==> config.mk <==
export PLATFORM = sky130hd
export DESIGN_NAME = param_bus_arbiter
export DESIGN_NICKNAME = d
export VERILOG_FILES = /design/src/rtl/param_bus_arbiter_pkg.sv /design/src/rtl/param_bus_arbiter_rr_picker.sv /design/src/rtl/param_bus_arbiter.sv
export SDC_FILE = /design/constraint.sdc
export NUM_CORES = 1
export LEC_CHECK = 0
export CAP_MARGIN = 30
export CELL_PAD_IN_SITES_DETAIL_PLACEMENT = 1
export CELL_PAD_IN_SITES_GLOBAL_PLACEMENT = 1
export CORE_MARGIN = 2
export CORE_UTILIZATION = 27
export DETAILED_ROUTE_END_ITERATION = 6
export PLACE_DENSITY_LB_ADDON = 0.1
export SYNTH_ARGS = -nofsm -noshare
export SYNTH_HDL_FRONTEND = slang
export SYNTH_SLANG_ARGS = --single-unit
==> constraint.sdc <==
create_clock -name reg_clk -period 2.2 [get_ports reg_clk]
set_clock_uncertainty 0.2 [all_clocks]
set_input_delay 0.44 -clock reg_clk [delete_from_list [all_inputs] [get_ports reg_clk]]
set_output_delay 0.44 -clock reg_clk [all_outputs]
set_load 0.05 [all_outputs]
==> src/rtl/param_bus_arbiter_pkg.sv <==
// param_bus_arbiter_pkg: FSM state type and sizing/decode helpers for the parameter bus arbiter
package param_bus_arbiter_pkg;
  typedef enum logic [1:0] {IDLE, ISSUE, WAIT, RESP} arb_state_t;
  function automatic int clogb2(input int n);
    int r;
    r = 0;
    for (int v = n - 1; v > 0; v = v >> 1) r++;
    return (r < 1) ? 1 : r;
  endfunction
  function automatic logic [31:0] bank_onehot(input int unsigned b);
    return 32'd1 << b;
  endfunction
endpackage

==> src/rtl/param_bus_arbiter_rr_picker.sv <==
// rr_picker: winner selection; round-robin from last winner + 1 when PARAM_ARB_RR_EN is defined,
// lowest-index fixed priority otherwise.
module rr_picker import param_bus_arbiter_pkg::*; #(
  parameter int REQS = 3,
  parameter int IDX_W = clogb2(REQS)
) (
  input  logic             clk,
  input  logic             rst,
  input  logic [REQS-1:0]  req,
  input  logic             upd,
  input  logic [IDX_W-1:0] last,
  output logic [IDX_W-1:0] pick,
  output logic             any
);
  assign any = |req;
`ifdef PARAM_ARB_RR_EN
  logic [IDX_W-1:0] ptr;
  always_ff @(posedge clk)
    if (rst) ptr <= IDX_W'(REQS - 1);
    else if (upd) ptr <= last;
  // Walk from farthest to nearest so the master right after ptr ends up winning.
  always_comb begin
    pick = '0;
    for (int k = REQS; k >= 1; k--)
      if (req[(int'(ptr) + k) % REQS]) pick = IDX_W'((int'(ptr) + k) % REQS);
  end
`else
  logic unused;
  assign unused = ^{clk, rst, upd, last};
  always_comb begin
    pick = '0;
    for (int k = REQS - 1; k >= 0; k--)
      if (req[k]) pick = IDX_W'(k);
  end
`endif
endmodule

==> src/rtl/param_bus_arbiter.sv <==
// param_bus_arbiter: serialises REQS masters onto the synth parameter register bus.
// Define PARAM_ARB_RR_EN for round-robin arbitration; the default build is fixed priority.
module param_bus_arbiter import param_bus_arbiter_pkg::*; #(
  parameter int REQS   = 3,
  parameter int ADDR_W = 7,
  parameter int DATA_W = 8,
  parameter int BANKS  = 6,
  parameter int BANK_W = clogb2(BANKS),
  parameter int RD_LAT = 1
) (
  input  logic                   reg_clk,
  input  logic                   reset_reg,
  input  logic [REQS-1:0]        req_valid,
  input  logic [REQS-1:0]        req_write,
  input  logic [REQS*BANK_W-1:0] req_bank,
  input  logic [REQS*ADDR_W-1:0] req_addr,
  input  logic [REQS*DATA_W-1:0] req_wdata,
  output logic [REQS-1:0]        req_ack,
  output logic [REQS-1:0]        rsp_valid,
  output logic                   rsp_err,
  output logic [DATA_W-1:0]      rsp_rdata,
  output logic [BANKS-1:0]       bus_sel,
  output logic [ADDR_W-1:0]      bus_adr,
  output logic [DATA_W-1:0]      bus_wdata,
  output logic                   bus_write,
  output logic                   bus_read,
  input  logic [DATA_W-1:0]      bus_rdata
);
  localparam int IDX_W = clogb2(REQS);
  localparam int CNT_W = clogb2(RD_LAT + 1);
  arb_state_t state, next;
  logic [IDX_W-1:0] pick, win;
  logic any, wr, bad, issue, go;
  logic [BANK_W-1:0] bank;
  logic [ADDR_W-1:0] adr;
  logic [DATA_W-1:0] wdata, rdata;
  logic [CNT_W-1:0] cnt;
  rr_picker #(.REQS(REQS), .IDX_W(IDX_W)) u_pick (
    .clk(reg_clk), .rst(reset_reg), .req(req_valid), .upd(issue), .last(win), .pick(pick), .any(any)
  );
  assign issue = state == ISSUE;
  assign bad = int'(bank) >= BANKS;
  assign go = issue && !bad;
  always_ff @(posedge reg_clk) begin
    if (reset_reg) begin
      state <= IDLE;
      win <= '0;
      wr <= 1'b0;
      bank <= '0;
      adr <= '0;
      wdata <= '0;
      rdata <= '0;
      cnt <= '0;
    end else begin
      state <= next;
      if (state == IDLE && any) begin
        win <= pick;
        wr <= req_write[pick];
        bank <= req_bank[int'(pick)*BANK_W +: BANK_W];
        adr <= req_addr[int'(pick)*ADDR_W +: ADDR_W];
        wdata <= req_wdata[int'(pick)*DATA_W +: DATA_W];
      end
      if (issue) cnt <= CNT_W'(RD_LAT - 1);
      if (state == WAIT) begin
        cnt <= cnt - 1'b1;
        if (cnt == '0) rdata <= bus_rdata;
      end
    end
  end
  always_comb begin
    next = IDLE;
    case (state)
      IDLE:    next = any ? ISSUE : IDLE;
      ISSUE:   next = bad ? RESP : (wr ? IDLE : WAIT);
      WAIT:    next = (cnt == '0) ? RESP : WAIT;
      default: next = IDLE;
    endcase
  end
  // Out-of-range banks never reach the bus; they only produce an error response.
  assign req_ack   = issue ? REQS'(32'd1 << win) : '0;
  assign rsp_valid = (state == RESP) ? REQS'(32'd1 << win) : '0;
  assign rsp_err   = state == RESP && bad;
  assign rsp_rdata = (state == RESP && !bad) ? rdata : '0;
  assign bus_sel   = go ? BANKS'(bank_onehot(32'(bank))) : '0;
  assign bus_adr   = go ? adr : '0;
  assign bus_wdata = go ? wdata : '0;
  assign bus_write = go && wr;
  assign bus_read  = go && !wr;
endmodule

==> Yosys cells after proc, flatten, opt, wreduce, memory -nomap -nowiden <==
Index checks and enable logic that the tools add are counted.
{ "classes": {"add_sub_neg": 1, "n_mul": 2, "n_div": 0, "magnitude_cmp": 2, "n_eq_ne": 3, "n_shift": 5, "mux": 18, "bitwise": 1, "n_reduce_logical": 12} }
{ "op_table": {"columns": ["cell", "n"], "rows": [
  ["variable part select 24 x 6 -> 8 bit", 1],
  ["variable part select 21 x 6 -> 7 bit", 1],
  ["two-way mux 8 bit", 2],
  ["two-way mux 2 bit", 5],
  ["variable part select 9 x 5 -> 3 bit", 1],
  ["two-way mux 7 bit", 1],
  ["logical AND 1 bit", 6],
  ["two-way mux 3 bit", 2],
  ["two-way mux 6 bit", 1],
  ["one-hot mux 2 bit (3 select lines)", 1],
  ["<< shifter 1 x 3 -> 6 bit, first input constant", 1],
  ["multiplier 2 x 3 -> 5 bit, second input constant", 1],
  ["two-way mux 1 bit", 5],
  ["equality test 2 bit, second input constant", 2],
  ["multiplier 2 x 2 -> 4 bit, second input constant", 1],
  ["greater-or-equal comparator 3 bit, second input constant", 1],
  ["less-than comparator 2 x 3 -> 1 bit, second input constant", 1],
  ["OR reduction 3 bit", 1],
  ["<< shifter 1 x 2 -> 3 bit, first input constant", 1],
  ["binary-select mux 1 bit (select 2 bit)", 1],
  ["equality test 2 x 1 -> 1 bit, second input constant", 1],
  ["zero test 1 bit", 2],
  ["zero test 2 bit", 1],
  ["AND reduction 2 bit", 1],
  ["3 further kinds", 3]
]} }
{ "totals": {"reg_bits": 32, "latchBits": 0, "ram_bits": 0, "rom_bits": 0, "out_inout_bits": 38, "n_memories": 0} }

==> Depth between registers and ports, before layout <==
{ "logic_depth": {"ltp_word": 5, "depth_mapped": 6} }

==> Modules after synthesis <==
From an unflattened synthesis, not the netlist that was laid out.
{ "unflattened": {"hier_cells": 224, "hier_area_um2": 1929.4} }
{ "modules_own_cells": {"columns": ["mod", "n_inst", "cells_per_inst", "area_each_um2", "seq_area_each_um2"], "rows": [
  ["param_bus_arbiter", 1, 221, 1909.3, 640.6],
  ["rr_picker", 1, 3, 20.0, 0.0]
]} }

==> Least setup slack after synthesis <==
No wires, ideal clock.
{ "synth_timing": {"path_kind": "register -> output", "start": "register state[1]", "end": "output port rsp_valid[0]", "arrival_time_ns": 1.945, "path_slack_ns": -0.385, "path_stages_with_launch": 4, "path_cell_list": "dfxtp_1 -> ha_1 -> clkbuf_1 -> nor3b_1"} }
{ "synth_via": {"elab_chain_len": 2} }
{ "synth_rtl": {"columns": ["item", "line", "rtl"], "rows": [
  ["from (decl)", "param_bus_arbiter.sv:31", "arb_state_t state, next;"],
  ["from (signal assigned)", "param_bus_arbiter.sv:55", "state <= next;"],
  ["equality test 2 bit", "param_bus_arbiter.sv:81", "assign rsp_valid = (state == RESP) ? REQS'(32'd1 << win) : '0;"],
  ["two-way mux 3 bit", "param_bus_arbiter.sv:81", null],
  ["to (decl)", "param_bus_arbiter.sv:19", "output logic [REQS-1:0] rsp_valid,"]
]} }
No other way between the ends.

==> Final worst setup path <==
{ "layout_timing": {"start": "register state[1]", "end": "output port bus_sel[2]"} }
{ "layout_via": {"elab_chain_len": 3} }
{ "layout_rtl": {"columns": ["item", "line", "rtl"], "rows": [
  ["equality test 2 x 1 -> 1 bit", "param_bus_arbiter.sv:41", "assign issue = state == ISSUE;"],
  ["logical AND 1 bit", "param_bus_arbiter.sv:43", "assign go = issue && !bad;"],
  ["two-way mux 6 bit", "param_bus_arbiter.sv:84", "assign bus_sel = go ? BANKS'(bank_onehot(32'(bank))) : '0;"],
  ["to (decl)", "param_bus_arbiter.sv:22", "output logic [BANKS-1:0] bus_sel,"]
]} }
No other way between the ends.

==> qor_table.md <==
| Step | Metric | Reported |
|---|---|---|
| run | Max-cap check violation count | 0 |
| final layout | Footprint of the multi-input gates | 1345 um2 |
| yosys | #FFs+latches synth | 32 |
| worst setup path | Crit end category | output port |
| final layout | Sequential cell area in the final layout | 641.9 um2 |
| final layout | Most common library cell in the layout ignoring fill and taps | clkdlybuf4s50_1 |
| final layout | Share of the core filled with cells | 48.88% |
| final layout | Most used cells in the layout excluding fill and tap cells | clkdlybuf4s50_1 (69), nand2_1 (57), buf_4 (35) |
| yosys | Register area share after synthesis | 31.28% |
| floorplanning | Top-Level Pins | 108 |
| routing | Routed wirelength normalized by instance count | 14.43 um |
| yosys | Synthesized net count | 338 |
| final layout | Layout Area Growth over Synthesis | 74.04% |
| power | Clock network fraction of total power | 17.6% |
| global routing | Number of global-route vias before repair | 2,364 |
| place | Worst slack at placement | 59.59 ps |
| yosys | Synthesis Warnings | 0 |
| global routing | GR met1 Demand/Resource | 19.58% |
| sta | Share of the cycle needed by the critical path after routing | 96.48% |
| sta | Period minus WS final | 2123 ps |
| clock tree | Latest clock arrival within the worst-skew pair | 280 ps |
| worst setup path | CP max FO | 7 |
| clock tree | Longest Clk Path Bufs | 2 |
| power | P_sw | 1.084 mW |
| routing | Number of routed nets with antenna violations | 0 |
| routing | Final wirelength | 6812 um |
| floorplanning | Core ar. | 7292 um2 |
| worst setup path | Startpoint types | register |
| clock tree | Clock slew at reported path FFs | 70 ps |
| place | Total placed cells including tap cells | 464 |
| worst setup path | Worst Setup Path Type | register to output port |
| sta | Final-report hold violation count | 0 |
| worst setup path | Required time reported for the critical path endpoint | 1560 ps |
| sta | Achievable clock frequency | 0.4711 GHz |
| power | Sum of internal, switching and leakage power | 2.675 mW |
| global routing | Met2 layer usage reported by global route | 30.43% |
| floorplanning | Area of the die | 8298 um2 |
| floorplanning | Die width | 91.10 um |
| place | Weighted congestion at the end of routability-driven global placement | 0.7205 |
| sta | Max transition margin | 78.16% |
| global routing | Antenna violations before repair | 0 |
| floorplanning | Die Height | 91.10 um |
| clock tree | Number of levels in the clock H-tree | 2 |
| power | Power Density | 750.5 nW/um2 |
| place | Half-perimeter wire length after detailed placement | 5349 um |
| final layout | Final antenna diode count | 0 |
| final layout | Final nets | 446 |
| yosys | Avg Cell Area, Syn | 7.758 um2 |
| worst setup path | Cell chain of the critical path | inv_1 -> ha_4 -> nand2b_1 -> nor3b_2 -> buf_12 |
| floorplanning | Starting density of the core | 28.09% |
| worst setup path | Number of buffers and inverters on the critical path | 2 |
| yosys | Library cells used by synthesis | 30 |
| worst setup path | Signal arrival time at the worst endpoint | 1480 ps |
| routing | Number of detailed-route iterations in the first pass | 4 |
| sta | Unrepaired setup endpoints after global routing | yes |
| routing | DRT iter0 DRCs | 46 |
| final layout | Final Non-Filler Cells | 472 |
| final layout | Fraction of final layout cells with drive strength greater than 1 | 24.13% |
| power | Internal power | 1.591 mW |
| clock tree | TritonCTS clock tree | yes |
| yosys | Yosys top cell area share | 31.28% |
| place | Port-buffer cells | 107 |
| worst hold path | Worst min-delay path category | register to register |
| global routing | Overall global routing resource usage | 16.78% |
| sta | Worst Max-Slew Pin Slew | 327.2 ps |
| power | Max VDD drop | 0.2670 mV |
| clock tree | Master cell of the clock root buffer | clkbuf_8 |
| sta | Final critical-path setup slack | 77.49 ps |
| worst setup path | Maximum cell stage delay along the critical path | 350 ps |
| global routing | Total overflow reported by the global router | 0 |
| yosys | Synthesized instance count | 264 |
| clock tree | Number of sinks handled by clock tree synthesis | 32 |
| yosys | Synth area leaders | dfxtp_1 (31%), nand2_1 (10%), and3_1 (7.6%), a311oi_2 (7.3%), a21o_1 (7.0%) |
| global routing | Global-route wire length before repair | 11,340 um |
| yosys | Leading area contributor after synthesis | dfxtp_1 |
| global routing | Maximum number of pins on one net before global-route repair | 33 |
| power | Leakage power | 1.504 nW |
| routing | DRC | 0 |
| routing | Detailed-route via count | 2,260 |
| worst setup path | Crit path max-delay family | simple AND/OR/NAND/NOR gates |
| worst setup path | Slowest CP cell | dfxtp_2 |
| power | Part of the power in combinational logic | 52.3% |
| sta | Post-route worst hold slack | 252.9 ps |
| yosys | Mapped Area | 2048 um2 |
| power | Switch share | 40.52% |
| final layout | # fillers | 884 |
| global routing | Grt peak-use layer | met2 |
| power | Portion of total power attributed to sequential cells | 30.1% |
| global routing | Grt met3 use | 4.979% |
| sta | Final Slew Violations | 0 |
| clock tree | Post-CTS setup buffer count | 0 |
| floorplanning | Standard-cell row count | 31 |
| run status | Status | finished, final reports clean |
| sta | Final-report setup violation count | 0 |
| routing | Post-DR vias/cell | 4.788 |
| clock tree | Number of clock buffers inserted by TritonCTS | 5 |
[per-stage QoR]
step                instance area [um2]  TNS [ps]
floorplan                          2083    -7.961
finish                             3565         0
CTS                                3528         0
global route                       3565    -21.87
global placement                   3423         0
detailed placement                 3423         0
[cell type report]
| cell class | instances | area share [%] |
|---|---|---|
| clock inverter | 2 | 0.2808 |
| sequential | 32 | 18.01 |
| tap | 99 | 3.475 |
| multi-input combinational | 204 | 37.73 |
| inverter | 3 | 0.3159 |
| clock buffer | 6 | 2.317 |
| timing repair buffer | 126 | 37.87 |
[routing by layer]
layer | part of all wire (%) | routed length (um)
met1 | 42 | 2892
met2 | 50 | 3388
met3 | 6.9 | 468
met4 | 0.91 | 62
met5 | 0 | 0
[Yosys cell counts, drive strengths merged]
| master | instances |
|---|---|
| o31a | 1 |
| a21oi | 10 |
| inv | 3 |
| buf | 12 |
| and2b | 1 |
| nand2b | 4 |
| and3b | 2 |
| nor2b | 1 |
| a21o | 19 |
| nor3 | 5 |
| a22oi | 2 |
| nand2 | 57 |
| a311oi | 20 |
| ha | 4 |
| o21ai | 1 |
| nor2 | 24 |
| mux2 | 1 |
| o21bai | 1 |
| and4b | 1 |
| and3 | 25 |
| dfxtp | 32 |
| nand3b | 19 |
| nor3b | 4 |
| o21a | 1 |
| a211o | 1 |
| clkbuf | 13 |
[path summary, 6_finish.rpt]
check	from	endpoint	slack, ps	cells past startpoint
max	state[1]	bus_sel[2]	80	5
min	rdata[4]	rdata[4]	250	2
max reg2reg	state[0]	wdata[0]	330	6
min reg2reg	rdata[4]	rdata[4]	250	2
[repair_timing]
item,4_1_cts,5_1_grt
endpoints found under the setup margin,22,27
pin swaps,0,1
hold buffers,0,0
hold endpoints to repair,0,0
gates resized for setup,2,10
[worst register-to-register path: cells and delay by family, from the launching register on]
family                   cells  cell delay, ps
flip-flops                   1             350
AND/OR/NAND/NOR              1              70
buffers and inverters        2             350
adder cells (fa/ha/maj)      1             260
AO/OA/AOI/OAI                2             550
[power groups by stage]
| stage | Combinational (mW) | Sequential (mW) | Clock (mW) |
|---|---|---|---|
| floorplan | 0.852 | 0.786 | 0 |
| global placement | 1.36 | 0.809 | 0 |
| detailed placement | 1.39 | 0.816 | 0 |
| CTS | 1.40 | 0.805 | 0.491 |
| global route | 1.52 | 0.828 | 0.516 |
| finish | 1.40 | 0.806 | 0.471 |
[sequential cells by signal, indices dropped and copies added (netlist names)]
register,flops
bank,3
wdata,8
win,2
wr,1
cnt,1
adr,7
state,2
rdata,8
[kinds of logic (layout without fill, tap and decap cells)]
family / count (synthesis) / count (layout) / share of synthesized area (%)
simple gates: 143 / 143 / 35.37
buf+inv: 28 / 137 / 6.231
fa+ha+maj: 4 / 4 / 2.444
mux: 1 / 1 / 0.5497
flops: 32 / 32 / 31.28
compound gates: 56 / 56 / 24.13
Power figures use the tool's default switching activity.
